[src/rtl/uart_tx_param.sv]
// UART transmitter fed from a normal-mode FIFO.
// The frame format is latched once per frame: baud divisor, 5-8 data bits,
// none/even/odd parity, and 1 or 2 stop bits.
// tx and fifordreq are registered.
// tx changes only on bit boundaries.
module uart_tx_param #(
    parameter int DIV_W  = 16,
    parameter int RD_LAT = 1
) (
    input  logic             clk,
    input  logic             rst_n,
    input  logic [DIV_W-1:0] baud_div,
    input  logic [1:0]       data_bits,
    input  logic [1:0]       parity,
    input  logic             stop2,
    input  logic             fifordempty,
    input  logic [7:0]       fifodata,
    output logic             fifordreq,
    output logic             tx,
    output logic             busy,
    output logic             tx_done
);

    typedef enum logic [2:0] {
        S_IDLE, S_REQ, S_WAIT, S_START, S_DATA, S_PAR, S_STOP
    } state_t;

    // Extra WAIT cycles after the first one, until fifodata is valid.
    localparam logic [1:0] WAIT_INIT = 2'(RD_LAT - 1);

    state_t             state_q, state_d;
    logic [DIV_W-1:0]   div_q, div_d;
    logic [DIV_W-1:0]   bcnt_q, bcnt_d;
    logic [1:0]         nb_q, nb_d;
    logic               pen_q, pen_d;
    logic               stop2_q, stop2_d;
    logic               par_q, par_d;
    logic [7:0]         sh_q, sh_d;
    logic [2:0]         bitcnt_q, bitcnt_d;
    logic [1:0]         wcnt_q, wcnt_d;
    logic               ssec_q, ssec_d;
    logic               tx_q, tx_d;
    logic               req_q, req_d;
    logic               bit_end;

    assign bit_end   = (bcnt_q == '0);
    assign tx        = tx_q;
    assign fifordreq = req_q;
    assign busy      = (state_q != S_IDLE);

    // Next-state logic.
    // tx_d is set only on bit transitions, so the line stays stable within a bit.
    always_comb begin
        state_d  = state_q;
        div_d    = div_q;
        bcnt_d   = bcnt_q;
        nb_d     = nb_q;
        pen_d    = pen_q;
        stop2_d  = stop2_q;
        par_d    = par_q;
        sh_d     = sh_q;
        bitcnt_d = bitcnt_q;
        wcnt_d   = wcnt_q;
        ssec_d   = ssec_q;
        tx_d     = tx_q;
        tx_done  = 1'b0;
        unique case (state_q)
            S_IDLE: begin
                if (!fifordempty) begin
                    div_d   = baud_div;
                    nb_d    = data_bits;
                    pen_d   = parity[1];
                    stop2_d = stop2;
                    par_d   = parity[0];   // odd parity seeds the running XOR with 1
                    state_d = S_REQ;
                end
            end
            S_REQ: begin
                wcnt_d  = WAIT_INIT;
                state_d = S_WAIT;
            end
            S_WAIT: begin
                if (wcnt_q == 2'd0) begin
                    sh_d    = fifodata;
                    bcnt_d  = div_q;
                    tx_d    = 1'b0;
                    state_d = S_START;
                end else begin
                    wcnt_d = wcnt_q - 2'd1;
                end
            end
            S_START: begin
                if (bit_end) begin
                    bcnt_d   = div_q;
                    bitcnt_d = 3'd0;
                    tx_d     = sh_q[0];
                    par_d    = par_q ^ sh_q[0];
                    state_d  = S_DATA;
                end else begin
                    bcnt_d = bcnt_q - DIV_W'(1);
                end
            end
            S_DATA: begin
                if (bit_end) begin
                    bcnt_d = div_q;
                    if (bitcnt_q == {1'b0, nb_q} + 3'd4) begin
                        if (pen_q) begin
                            tx_d    = par_q;
                            state_d = S_PAR;
                        end else begin
                            tx_d    = 1'b1;
                            ssec_d  = 1'b0;
                            state_d = S_STOP;
                        end
                    end else begin
                        bitcnt_d = bitcnt_q + 3'd1;
                        sh_d     = sh_q >> 1;
                        tx_d     = sh_q[1];
                        par_d    = par_q ^ sh_q[1];
                    end
                end else begin
                    bcnt_d = bcnt_q - DIV_W'(1);
                end
            end
            S_PAR: begin
                if (bit_end) begin
                    bcnt_d  = div_q;
                    tx_d    = 1'b1;
                    ssec_d  = 1'b0;
                    state_d = S_STOP;
                end else begin
                    bcnt_d = bcnt_q - DIV_W'(1);
                end
            end
            S_STOP: begin
                if (bit_end) begin
                    if (stop2_q && !ssec_q) begin
                        ssec_d = 1'b1;
                        bcnt_d = div_q;
                    end else begin
                        tx_done = 1'b1;
                        state_d = S_IDLE;
                    end
                end else begin
                    bcnt_d = bcnt_q - DIV_W'(1);
                end
            end
            default: state_d = S_IDLE;
        endcase
        req_d = (state_d == S_REQ);
    end

    // State and datapath registers.
    // Async reset abandons any frame in flight.
    always_ff @(posedge clk or negedge rst_n) begin
        if (!rst_n) begin
            state_q  <= S_IDLE;
            div_q    <= '0;
            bcnt_q   <= '0;
            nb_q     <= 2'd0;
            pen_q    <= 1'b0;
            stop2_q  <= 1'b0;
            par_q    <= 1'b0;
            sh_q     <= 8'd0;
            bitcnt_q <= 3'd0;
            wcnt_q   <= 2'd0;
            ssec_q   <= 1'b0;
            tx_q     <= 1'b1;
            req_q    <= 1'b0;
        end else begin
            state_q  <= state_d;
            div_q    <= div_d;
            bcnt_q   <= bcnt_d;
            nb_q     <= nb_d;
            pen_q    <= pen_d;
            stop2_q  <= stop2_d;
            par_q    <= par_d;
            sh_q     <= sh_d;
            bitcnt_q <= bitcnt_d;
            wcnt_q   <= wcnt_d;
            ssec_q   <= ssec_d;
            tx_q     <= tx_d;
            req_q    <= req_d;
        end
    end

endmodule

[config.mk]
export PLATFORM = sky130hd
export DESIGN_NAME = uart_tx_param
export DESIGN_NICKNAME = d
export VERILOG_FILES = /design/src/rtl/uart_tx_param.sv
export SDC_FILE = /design/constraint.sdc
export NUM_CORES = 1
export LEC_CHECK = 0
export ABC_CLOCK_PERIOD_IN_PS = 2300
export BUFFER_PORTS_ARGS = -buffer_cell sky130_fd_sc_hd__buf_2
export CAP_MARGIN = 20
export CORE_UTILIZATION = 35
export DETAILED_ROUTE_END_ITERATION = 8
export SYNTH_ARGS = -nofsm -noshare
export SYNTH_HDL_FRONTEND = slang
export SYNTH_SLANG_ARGS = --single-unit
[constraint.sdc]
create_clock -name clk -period 2.3 [get_ports clk]
set_input_delay 0.46 -clock clk [delete_from_list [all_inputs] [get_ports clk]]
set_output_delay 0.46 -clock clk [all_outputs]
set_load 0.02 [all_outputs]
==> summary.txt <==
Power
  • Power per cell area: 1239 nW/um^2
  • Leak pwr: 0.001765 uW
  • Worst vdd rail ir drop: 0.5296 mV

Worst setup path
  • Critical path class: reg2out
  • Reg2Reg Setup Slack: -220 ps
  • Worst stage delay on the critical path: roughly 520 ps
  • Launching point of the worst reg2reg path: bcnt_q[8]
  • Critical Path Sink Type: primary output
  • Cell at the slowest stage of the critical path: sky130_fd_sc_hd__or4_4
  • Critical Path Source Type: flop
  • CP Buf/Inv Count: 1
  • Largest delay contributor family on the critical path: simple AND/OR/NAND/NOR gates
  • Cells along the critical path: or3_4, or4_4, nor2_4, and4_4, buf_6
  • Critical-path maximum fanout: 3
  • Reg-to-reg endpoint: bcnt_q[6]
  • Crit path required time: 1840 ps
  • Number of cells on the worst reg-to-reg path: 7
  • Data arrival at the endpoint of the critical path: 2090 ps

STA
  • Final worst slack: -245.9 ps
  • Number of setup violations in the final report: 13
  • Setup Skew: between 10 and 15 ps
  • Fin. Hold Viols: 0
  • Actual transition at the worst max-transition pin: between 500 and 600 ps
  • Period Utilization, post-route: 110.7%
  • Worst max-slew margin expressed relative to the limit: 62.24%
  • Upper clock frequency limit: 392.8 MHz
  • Max-slew violation count: 0
  • RSZ-0062 raised after global routing: true
  • Time the final worst path needs with I/O delays and setup: 2546 ps

Global route
  • Via count of the first global-routing pass: between 2000 and 3000
  • Total Routing Usage GR: 17.48%
  • Number of antenna violations at the first check in global routing: 0
  • Largest net degree at the start of global routing: 35
  • Overflow left after global routing: 0
  • Global-route wire length before repair: 12390 microns

Synth
  • Simple-gate share of the synthesized area: between 10% and 20%
  • Synthesized cell area: 3072 sq um
  • Share of the yosys chip area belonging to registers: between 40% and 50%
  • Post-synth EDFFs: 0
  • Synthesized Nets: 342
  • Average footprint of a synthesized cell: approximately 10 sq um
  • Number of synthesized register bits: 56
  • Post-synthesis async set-or-reset flop share: 100.0%
  • Adder and majority cell fraction of the synthesized area: 1.629%
  • Synthesized instance count: 306
  • Portion of netlist area occupied by mux cells: 11.93%
  • Predominant post-synthesis flop cell: sky130_fd_sc_hd__dfrtp_1
  • Largest family of logic cells by synthesized area: compound AO/OA/AOI/OAI gates
  • Synthesis Warnings: 0
  • Compound-Gate Fraction of Synth Area: 20.16%
  • Xor/xnor share of the synthesized area: 0.8554%
  • Count of different cell masters after synthesis: 62

Cells and area
  • Final standard cell area without fillers: roughly 4000 sq um
  • Area added between synthesis and finish: 29.69%
  • Final cell count without fillers: 490
  • Most used cells in the layout excluding fill and tap cells: sky130_fd_sc_hd__dfrtp_1 (55), sky130_fd_sc_hd__buf_4 (43), sky130_fd_sc_hd__buf_2 (34)
  • Share of final-layout standard cells stronger than drive strength 1: approximately two fifths
  • Antenna diode instance count: 0
  • Net total in the final layout: 420
  • Most frequent standard cell in the layout excluding fill and tap cells: sky130_fd_sc_hd__dfrtp_1

Placed design
  • Number of buffer cells added on primary ports: 35
  • Total half-perimeter wirelength after legalization and detailed placement: 5487 microns
  • Placed Instances: 468
  • Placer Congestion: 0.8667
  • Instance area after placement: around 3600 sq um

Routing
  • Post-Route WL: 7625 microns
  • Initial DRC count: just under 200
  • Routed Antenna Nets: 0
  • Total via count in the routed design: 2643
  • Post-DR vias/cell: ~5.4
  • Number of iterations in the first detailed-routing pass: 4
  • Routed length per placed instance: 15.56 microns
  • Post-route DRC violation count: 0

Clocking
  • Hold-fix buffer count after cts: 0
  • TritonCTS clock tree: built
  • Worst-Skew Late Latency: 320 ps
  • Clock Path Buffers: 2
  • Max H-tree Level: 2
  • TritonCTS Buffers: 5
  • Clock sink count: 56
  • Clock transition at the registers of the reported paths: roughly 110 ps
  • Buffer cell driving the clock tree root: sky130_fd_sc_hd__clkbuf_8

Floorplanning
  • Number of top-level pins: 36
  • Area of the placeable core: 8341 sq um
  • Die width: 95.68 microns
  • Standard-cell rows: 33
  • Die Area: between 9000 and 10000 sq um
  • Height of the die: 95.68 microns
  • Effective utilization at floorplan: about 37%

Job
  • Max_cap viols: 0

Status
  • Violated checks: setup timing
  • Run status: finished with violations

Worst hold path
  • Worst hold path class: in2async
## logic make-up (layout without fill, tap and decap cells)
group,after synthesis,in the layout
AO/OA/AOI/OAI,91,91
AND/OR/NAND/NOR,90,90
flip-flops,56,56
multiplexers,34,34
buffers and inverters,28,107
adder cells (fa/ha/maj),4,4
XOR/XNOR,3,3
## where the power goes
part / internal, uW / leakage, uW / switching [uW]
Sequential: 1420 / 0.000689 / 319
Combinational: 1300 / 0.00102 / 1220
Clock: 329 / 0.0000583 / 352
## worst reg2reg max path, stage by stage (launching register included)
cell                      delay, ps
sky130_fd_sc_hd__dfrtp_1        400
sky130_fd_sc_hd__or4_4          580
sky130_fd_sc_hd__buf_6          140
sky130_fd_sc_hd__buf_6          100
sky130_fd_sc_hd__or4_4          520
sky130_fd_sc_hd__o21ai_4        250
sky130_fd_sc_hd__o21ai_1        110
sky130_fd_sc_hd__a221o_1        300
## flip-flops by register name, indices dropped and copies added (netlist names)
signal     flops
fifordreq      1
pen_q          1
bcnt_q        16
sh_q           8
stop2_q        1
bitcnt_q       3
wcnt_q         2
nb_q           2
div_q         16
tx             1
state_q        3
par_q          1
ssec_q         1
## synth_stat cells, drive strengths merged, types with 4 or more instances
| cell | number | area share (%) |
|---|---|---|
| dfrtp | 55 | 45 |
| o21ai | 34 | 5.9 |
| nand2 | 25 | 3.1 |
| mux2 | 21 | 7.7 |
| nor2 | 15 | 1.8 |
| a21oi | 13 | 2.2 |
| mux2i | 13 | 4.2 |
| clkbuf | 12 | 1.5 |
| inv | 10 | 1.2 |
| nor3 | 9 | 1.5 |
| buf | 6 | 1.3 |
| nor4 | 6 | 1.7 |
| a22oi | 5 | 1.2 |
| nand3 | 5 | 0.81 |
| o2bb2ai | 5 | 1.4 |
| or2 | 5 | 1.0 |
| and3 | 4 | 0.81 |
| ha | 4 | 1.6 |
| nand2b | 4 | 0.81 |
| or4 | 4 | 1.2 |
## worst max-delay path by stage
stage	startpoint	end	slack, ps	cells past startpoint
finish	bcnt_q[13]	tx_done	-250	5
CTS	bcnt_q[13]	tx_done	-290	5
detailed placement	bcnt_q[12]	tx_done	50	5
global placement	bcnt_q[7]	state_q[1]	50	6
floorplan	bcnt_q[12]	tx_done	20	5
global route	bcnt_q[0]	tx_done	-310	7
## cell type report
class / count / area (sq um)
Clock buffer: 5 / 68.82
Fill cell: 784 / 4357
Clock inverter: 3 / 47.55
Inverter: 10 / 37.54
Tap cell: 105 / 131.4
Sequential cell: 56 / 1403
Timing Repair Buffer: 89 / 636.9
Multi-Input combinational cell: 222 / 1659
## per-stage QoR
stage	utilization [%]	hold WS, ps	power [uW]	setup slack [ps]	setup TNS [ps]
global route	47.76	152.2	5273	-314.0	-2605
finish	47.76	107.9	4936	-245.9	-1764
detailed placement	43.44	470.6	3870	49.54	0
floorplan	-	164.4	3110	15.06	0
CTS	45.00	135.0	4572	-291.2	-291.2
global placement	43.44	463.3	3836	49.39	0
## routing by layer
metal	track usage, %	up-vias	part of all wire (%)
li1	-	1294	-
met1	26.03	1282	48
met2	26.13	61	46
met3	2.711	6	5.0
met4	4.851	0	1.0
met5	0	-	0
## repair_timing
| item | CTS | global route |
|---|---|---|
| setup endpoints to repair | 1 | 18 |
| pin swaps | 3 | 11 |
| buffers inserted | 1 | 13 |
| resized for setup | 2 | 42 |
No activity file was read; power rests on OpenSTA's default activity.
